`src/rtl/winddir_seq.sv`:
```
// Measurement sequencer for the four-transducer wind sensor: burst, settle,
// acquisition window with sample strobes, then gap, once per transducer.
module winddir_seq #(
    parameter int TXHALF   = 125,
    parameter int BURSTLEN = 8,
    parameter int SETTLE   = 200,
    parameter int SPER     = 100,
    parameter int NSAMP    = 64,
    parameter int GAP      = 1000
) (
    input  logic       clock,
    input  logic       reset,
    input  logic       start,
    input  logic       cont,
    input  logic       abort,
    output logic [3:0] tx,
    output logic       txen,
    output logic       endata,
    output logic [1:0] shot,
    output logic       acq,
    output logic       busy,
    output logic       cycdone,
    output logic       overrun
);

    localparam logic [15:0] TXHALF_C = 16'(TXHALF);
    localparam logic [15:0] TXPER_C  = 16'(2 * TXHALF);
    localparam logic [15:0] BURST_C  = 16'(2 * BURSTLEN * TXHALF);
    localparam logic [15:0] SETTLE_C = 16'(SETTLE);
    localparam logic [15:0] SPER_C   = 16'(SPER);
    localparam logic [15:0] ACQ_C    = 16'(NSAMP * SPER);
    localparam logic [15:0] GAP_C    = 16'(GAP);

    typedef enum logic [2:0] {S_IDLE, S_BURST, S_SETTLE, S_ACQ, S_GAP} state_t;

    state_t      state_q, state_d;
    logic [15:0] cnt_q, cnt_d;
    logic [1:0]  shot_q, shot_d;
    logic        ovr_q, ovr_d;
    logic [3:0]  tx_q, tx_d;
    logic        txen_q, txen_d;
    logic        endata_q, endata_d;
    logic        acq_q, acq_d;
    logic        busy_q, busy_d;
    logic        cycdone_q, cycdone_d;

    always_ff @(posedge clock) begin
        if (!reset) begin
            state_q   <= S_IDLE;
            cnt_q     <= '0;
            shot_q    <= '0;
            ovr_q     <= 1'b0;
            tx_q      <= '0;
            txen_q    <= 1'b0;
            endata_q  <= 1'b0;
            acq_q     <= 1'b0;
            busy_q    <= 1'b0;
            cycdone_q <= 1'b0;
        end else begin
            state_q   <= state_d;
            cnt_q     <= cnt_d;
            shot_q    <= shot_d;
            ovr_q     <= ovr_d;
            tx_q      <= tx_d;
            txen_q    <= txen_d;
            endata_q  <= endata_d;
            acq_q     <= acq_d;
            busy_q    <= busy_d;
            cycdone_q <= cycdone_d;
        end
    end

    // Phase counter restarts at zero on every state entry.
    always_comb begin
        state_d = state_q;
        cnt_d   = cnt_q + 16'd1;
        shot_d  = shot_q;
        ovr_d   = ovr_q;
        if (abort) begin
            state_d = S_IDLE;
            cnt_d   = '0;
            shot_d  = '0;
        end else begin
            if (start && state_q != S_IDLE) begin
                ovr_d = 1'b1;
            end
            case (state_q)
                S_IDLE: begin
                    cnt_d = '0;
                    if (start) begin
                        state_d = S_BURST;
                        ovr_d   = 1'b0;
                    end
                end
                S_BURST: begin
                    if (cnt_q == BURST_C - 16'd1) begin
                        state_d = S_SETTLE;
                        cnt_d   = '0;
                    end
                end
                S_SETTLE: begin
                    if (cnt_q == SETTLE_C - 16'd1) begin
                        state_d = S_ACQ;
                        cnt_d   = '0;
                    end
                end
                S_ACQ: begin
                    if (cnt_q == ACQ_C - 16'd1) begin
                        state_d = S_GAP;
                        cnt_d   = '0;
                    end
                end
                S_GAP: begin
                    if (cnt_q == GAP_C - 16'd1) begin
                        cnt_d = '0;
                        if (shot_q == 2'd3) begin
                            shot_d  = '0;
                            state_d = cont ? S_BURST : S_IDLE;
                        end else begin
                            shot_d  = shot_q + 2'd1;
                            state_d = S_BURST;
                        end
                    end
                end
                default: begin
                    state_d = S_IDLE;
                    cnt_d   = '0;
                end
            endcase
        end
    end

    // Outputs are decoded from the upcoming state so they register in step with it.
    always_comb begin
        tx_d      = '0;
        txen_d    = 1'b0;
        endata_d  = 1'b0;
        acq_d     = 1'b0;
        busy_d    = (state_d != S_IDLE);
        cycdone_d = 1'b0;
        case (state_d)
            S_BURST: begin
                txen_d = 1'b1;
                if ((cnt_d % TXPER_C) < TXHALF_C) begin
                    tx_d[shot_d] = 1'b1;
                end
            end
            S_ACQ: begin
                acq_d    = 1'b1;
                endata_d = ((cnt_d % SPER_C) == 16'd0);
            end
            S_GAP: begin
                cycdone_d = (cnt_d == GAP_C - 16'd1) && (shot_d == 2'd3);
            end
            default: ;
        endcase
    end

    assign tx      = tx_q;
    assign txen    = txen_q;
    assign endata  = endata_q;
    assign shot    = shot_q;
    assign acq     = acq_q;
    assign busy    = busy_q;
    assign cycdone = cycdone_q;
    assign overrun = ovr_q;

endmodule

```
`config.mk`:
```
export PLATFORM = sky130hd
export DESIGN_NAME = winddir_seq
export DESIGN_NICKNAME = d
export VERILOG_FILES = /design/src/rtl/winddir_seq.sv
export SDC_FILE = /design/constraint.sdc
export NUM_CORES = 1
export LEC_CHECK = 0
export ABC_AREA = 1
export CAP_MARGIN = 40
export CORE_MARGIN = 2
export CORE_UTILIZATION = 50
export DETAILED_ROUTE_END_ITERATION = 16
export PLACE_DENSITY = 0.76
export SYNTH_ARGS = -nofsm -noshare
export SYNTH_HDL_FRONTEND = slang
export SYNTH_SLANG_ARGS = --single-unit
```
`constraint.sdc`:
```
create_clock -name clock -period 7 [get_ports clock]
set_clock_uncertainty 0.15 [all_clocks]
set_input_delay 0.7 -clock clock [delete_from_list [all_inputs] [get_ports clock]]
set_output_delay 0.7 -clock clock [all_outputs]
set_load 0.03 [all_outputs]
```
==> flow_metrics.env <==
export IMPL_yosysWarnings=0
export IMPL_grt_use_met2_pct=50.6
export IMPL_dieArea_um2=11700
export IMPL_clk_latency_ns=0.30
export IMPL_fp_row_count=38
export IMPL_wire_per_inst_um=14.5
export IMPL_io_pins=17
export IMPL_grt_max_degree=24
export IMPL_max_stage_delay_ns=0.36
export IMPL_fin_tns_setup_ns=-0.784
export IMPL_p_comb_share_pct=6.6
export IMPL_drtIter0Drc=489
export IMPL_die_x_um=108
export IMPL_clock_path_buffers=2
export IMPL_area_growth_syn_to_layout_pct=51.6
export IMPL_synth_top_cell_area_share_pct=20.1
export IMPL_antenna_left=0
export IMPL_met3_usage_pct=2.77
export IMPL_pre_cts_ws_ns=-0.426
export IMPL_antenna_cells=0
export IMPL_worst_pin_slew_ns=0.930
export IMPL_min_period_ns=7.25
export IMPL_globalRoute_busiestLayer="met2"
export IMPL_ctsHtreeMaxLevel=2
export IMPL_num_vias=7376
export IMPL_layout_common_cells="nand2_1 (241), buf_4 (187), nor2_1 (92)"
export IMPL_finalSetupViolations=4
export IMPL_track_usage_pct=26.2
export IMPL_crit_required_ns=7.07
export IMPL_cp_end_kind="flop"
export IMPL_finalMaxSlewViolations=0
export IMPL_cts_root_buffer="clkbuf_8"
export IMPL_period_share_pct=104
export IMPL_ys_top_cells_by_area="nand2_1 (20%), dfxtp_1 (11%), nand3_1 (9.8%)"
export IMPL_netSwitchingPower_w=0.0000893
export IMPL_violations="setup timing"
export IMPL_netlist_instances=968
export IMPL_synth_area_leader_cell="nand2_1"
export IMPL_seq_area_frac_synth_pct=11.4
export IMPL_grt_pass1_vias=6271
export IMPL_internal_power_w=0.000302
export IMPL_final_cell_count_no_fill=1329
export IMPL_synth_area_um2=5440
export IMPL_status="complete, but fails checks"
export IMPL_syn_num_nets=981
export IMPL_sequentialPowerShare_pct=45.4
export IMPL_vdd_ir_drop_max_v=0.000108
export IMPL_path_class="flop to flop"
export IMPL_hold_slack_ns=0.406
export IMPL_synth_edf_count=0
export IMPL_rsz0062_at_grt="yes"
export IMPL_holdBufCountCts=0
export IMPL_ys_async_sr_fraction_pct=0
export IMPL_dp_cells=1272
export IMPL_cts_tree="built"
export IMPL_worstHoldPathType="flop to flop"
export IMPL_p_clk_share_pct=48.0
export IMPL_drt_pass1_iterations=5
export IMPL_cts_buffers=5
export IMPL_grt_pass1_wl_mm=25.8
export IMPL_wirelength_mm=19.3
export IMPL_num_nets_final=1201
export IMPL_synthDistinctLibCells=50
export IMPL_powerDensity_nw_per_um2=47.5
export IMPL_ys_flop_type="dfxtp_1"
export IMPL_nFillCells=707
export IMPL_setup_ws_ns=-0.254
export IMPL_grt_ovfl_total=0
export IMPL_slowest_stage="dfxtp_4"
export IMPL_die_y_um=108
export IMPL_hold_viol=0
export IMPL_clkSinkCount=31
export IMPL_drive_gt1_share_pct=43.4
export IMPL_dp_hpwl_mm=11.7
export IMPL_portBuffers=16
export IMPL_sw_frac_of_total_pct=22.8
export IMPL_place_congestion=0.921
export IMPL_drc=0
export IMPL_avgSynthCellArea_um2=5.62
export IMPL_antenna_found_initial=0
export IMPL_critical_path_peak_fanout=7
export IMPL_p_leak_nw=4.35
export IMPL_drt_vias_per_instance=5.55
export IMPL_layout_cells_most_common="nand2_1"
export IMPL_crit_arrival_ns=7.32
export IMPL_cp_start_kind="flop"
export IMPL_synth_seq_cells=31
export IMPL_cp_common_cell="nand2_1"
export IMPL_timing_fmax_ghz=0.138
export IMPL_cap_viol_max_count=0
export IMPL_start_util_pct=50.7
export IMPL_clkTransAtPathRegs_ns=0.07
export IMPL_core_area_um2=10700
export IMPL_maxSlewHeadroom_pct=37.3
export IMPL_grt_use_met1_pct=30.0
## synthesized netlist by cell type (6+ instances only)
master and number:
nand4_1 21, inv_1 102, nand2_4 8, nand3_1 107, nand3_2 17, clkinv_1 6, a21oi_1 14, dfxtp_1 31
nor2_4 14, o21ai_0 18, nand3b_1 8, inv_2 39, o21ai_1 9, ha_1 8, nand2_2 55, xor2_1 25
nand2_1 292, nor2_1 106, nor2_2 17, nor3_1 13
## path summary, 6_finish.rpt
check | slack, ns | cells after the start | to | startpoint
max | -0.25 | 62 | tx[0] | cnt_q[1]
min | 0.41 | 2 | flop | flop
max reg2reg | -0.25 | 62 | tx[0] | cnt_q[1]
min reg2reg | 0.41 | 2 | flop | flop
## sequential cells by signal, summed over array words and instances (netlist names), named ones only
name	flops
tx	4
endata	1
acq	1
state_q	3
txen	1
cnt_q	16
busy	1
shot	2
cycdone	1
## routing by layer
metal	vias to the layer above	share of wire, %
met2	361	51
met5	-	0
met4	0	4.4
met3	113	5.9
li1	3520	-
met1	3382	38
## logic make-up after synthesis
family | count (synthesis) | synth area share, %
AO/OA/AOI/OAI | 64 | 7.33
XOR/XNOR | 31 | 5.40
adder cells (fa/ha/maj) | 8 | 1.84
buffers and inverters | 152 | 10.8
flip-flops | 31 | 11.4
AND/OR/NAND/NOR | 682 | 63.2
## repair_timing
action | CTS | global route
gates cloned | 1 | 0
endpoints found under the setup margin | 4 | 5
setup buffers | 17 | 31
pin swaps | 45 | 101
gates resized for setup | 57 | 166
## critical path: cells and delay by family (launching register included)
kind / cells / cell delay [ns]
and+or+nand+nor: 47 / 5.10
DFF: 1 / 0.36
adders and majority gates: 3 / 0.43
AOI/OAI and AO/OA: 2 / 0.28
buffers and inverters: 9 / 0.63
xor gates and xnor gates: 1 / 0.21
## power by group through the flow
stage                     Sequential, W  Clock (W)  Combinational [W]
after CTS                      0.000178   0.000183          0.0000224
after floorplan                0.000185          0          0.0000109
after global routing           0.000178   0.000193          0.0000270
after global placement         0.000182          0          0.0000212
final                          0.000178   0.000188          0.0000258
after detailed placement       0.000182          0          0.0000217
## per-stage QoR
step	utilization, %	power [W]	cell area, um^2
finish	76.8	0.000392	8250
detailed placement	64.1	0.000204	6890
global route	76.8	0.000397	8250
floorplan	-	0.000196	5440
global placement	64.1	0.000204	6890
CTS	68.8	0.000384	7400
## cell type report
cell class	count	area [um^2]	area share [%]
Tap cell	140	175	2.12
Timing Repair Buffer	216	1720	20.8
Multi-Input combinational cell	786	5030	61.0
Clock buffer	6	82.6	1.00
Sequential cell	31	636	7.70
Clock inverter	2	35.0	0.425
Inverter	148	573	6.94
(Power assumes the default switching activity.)
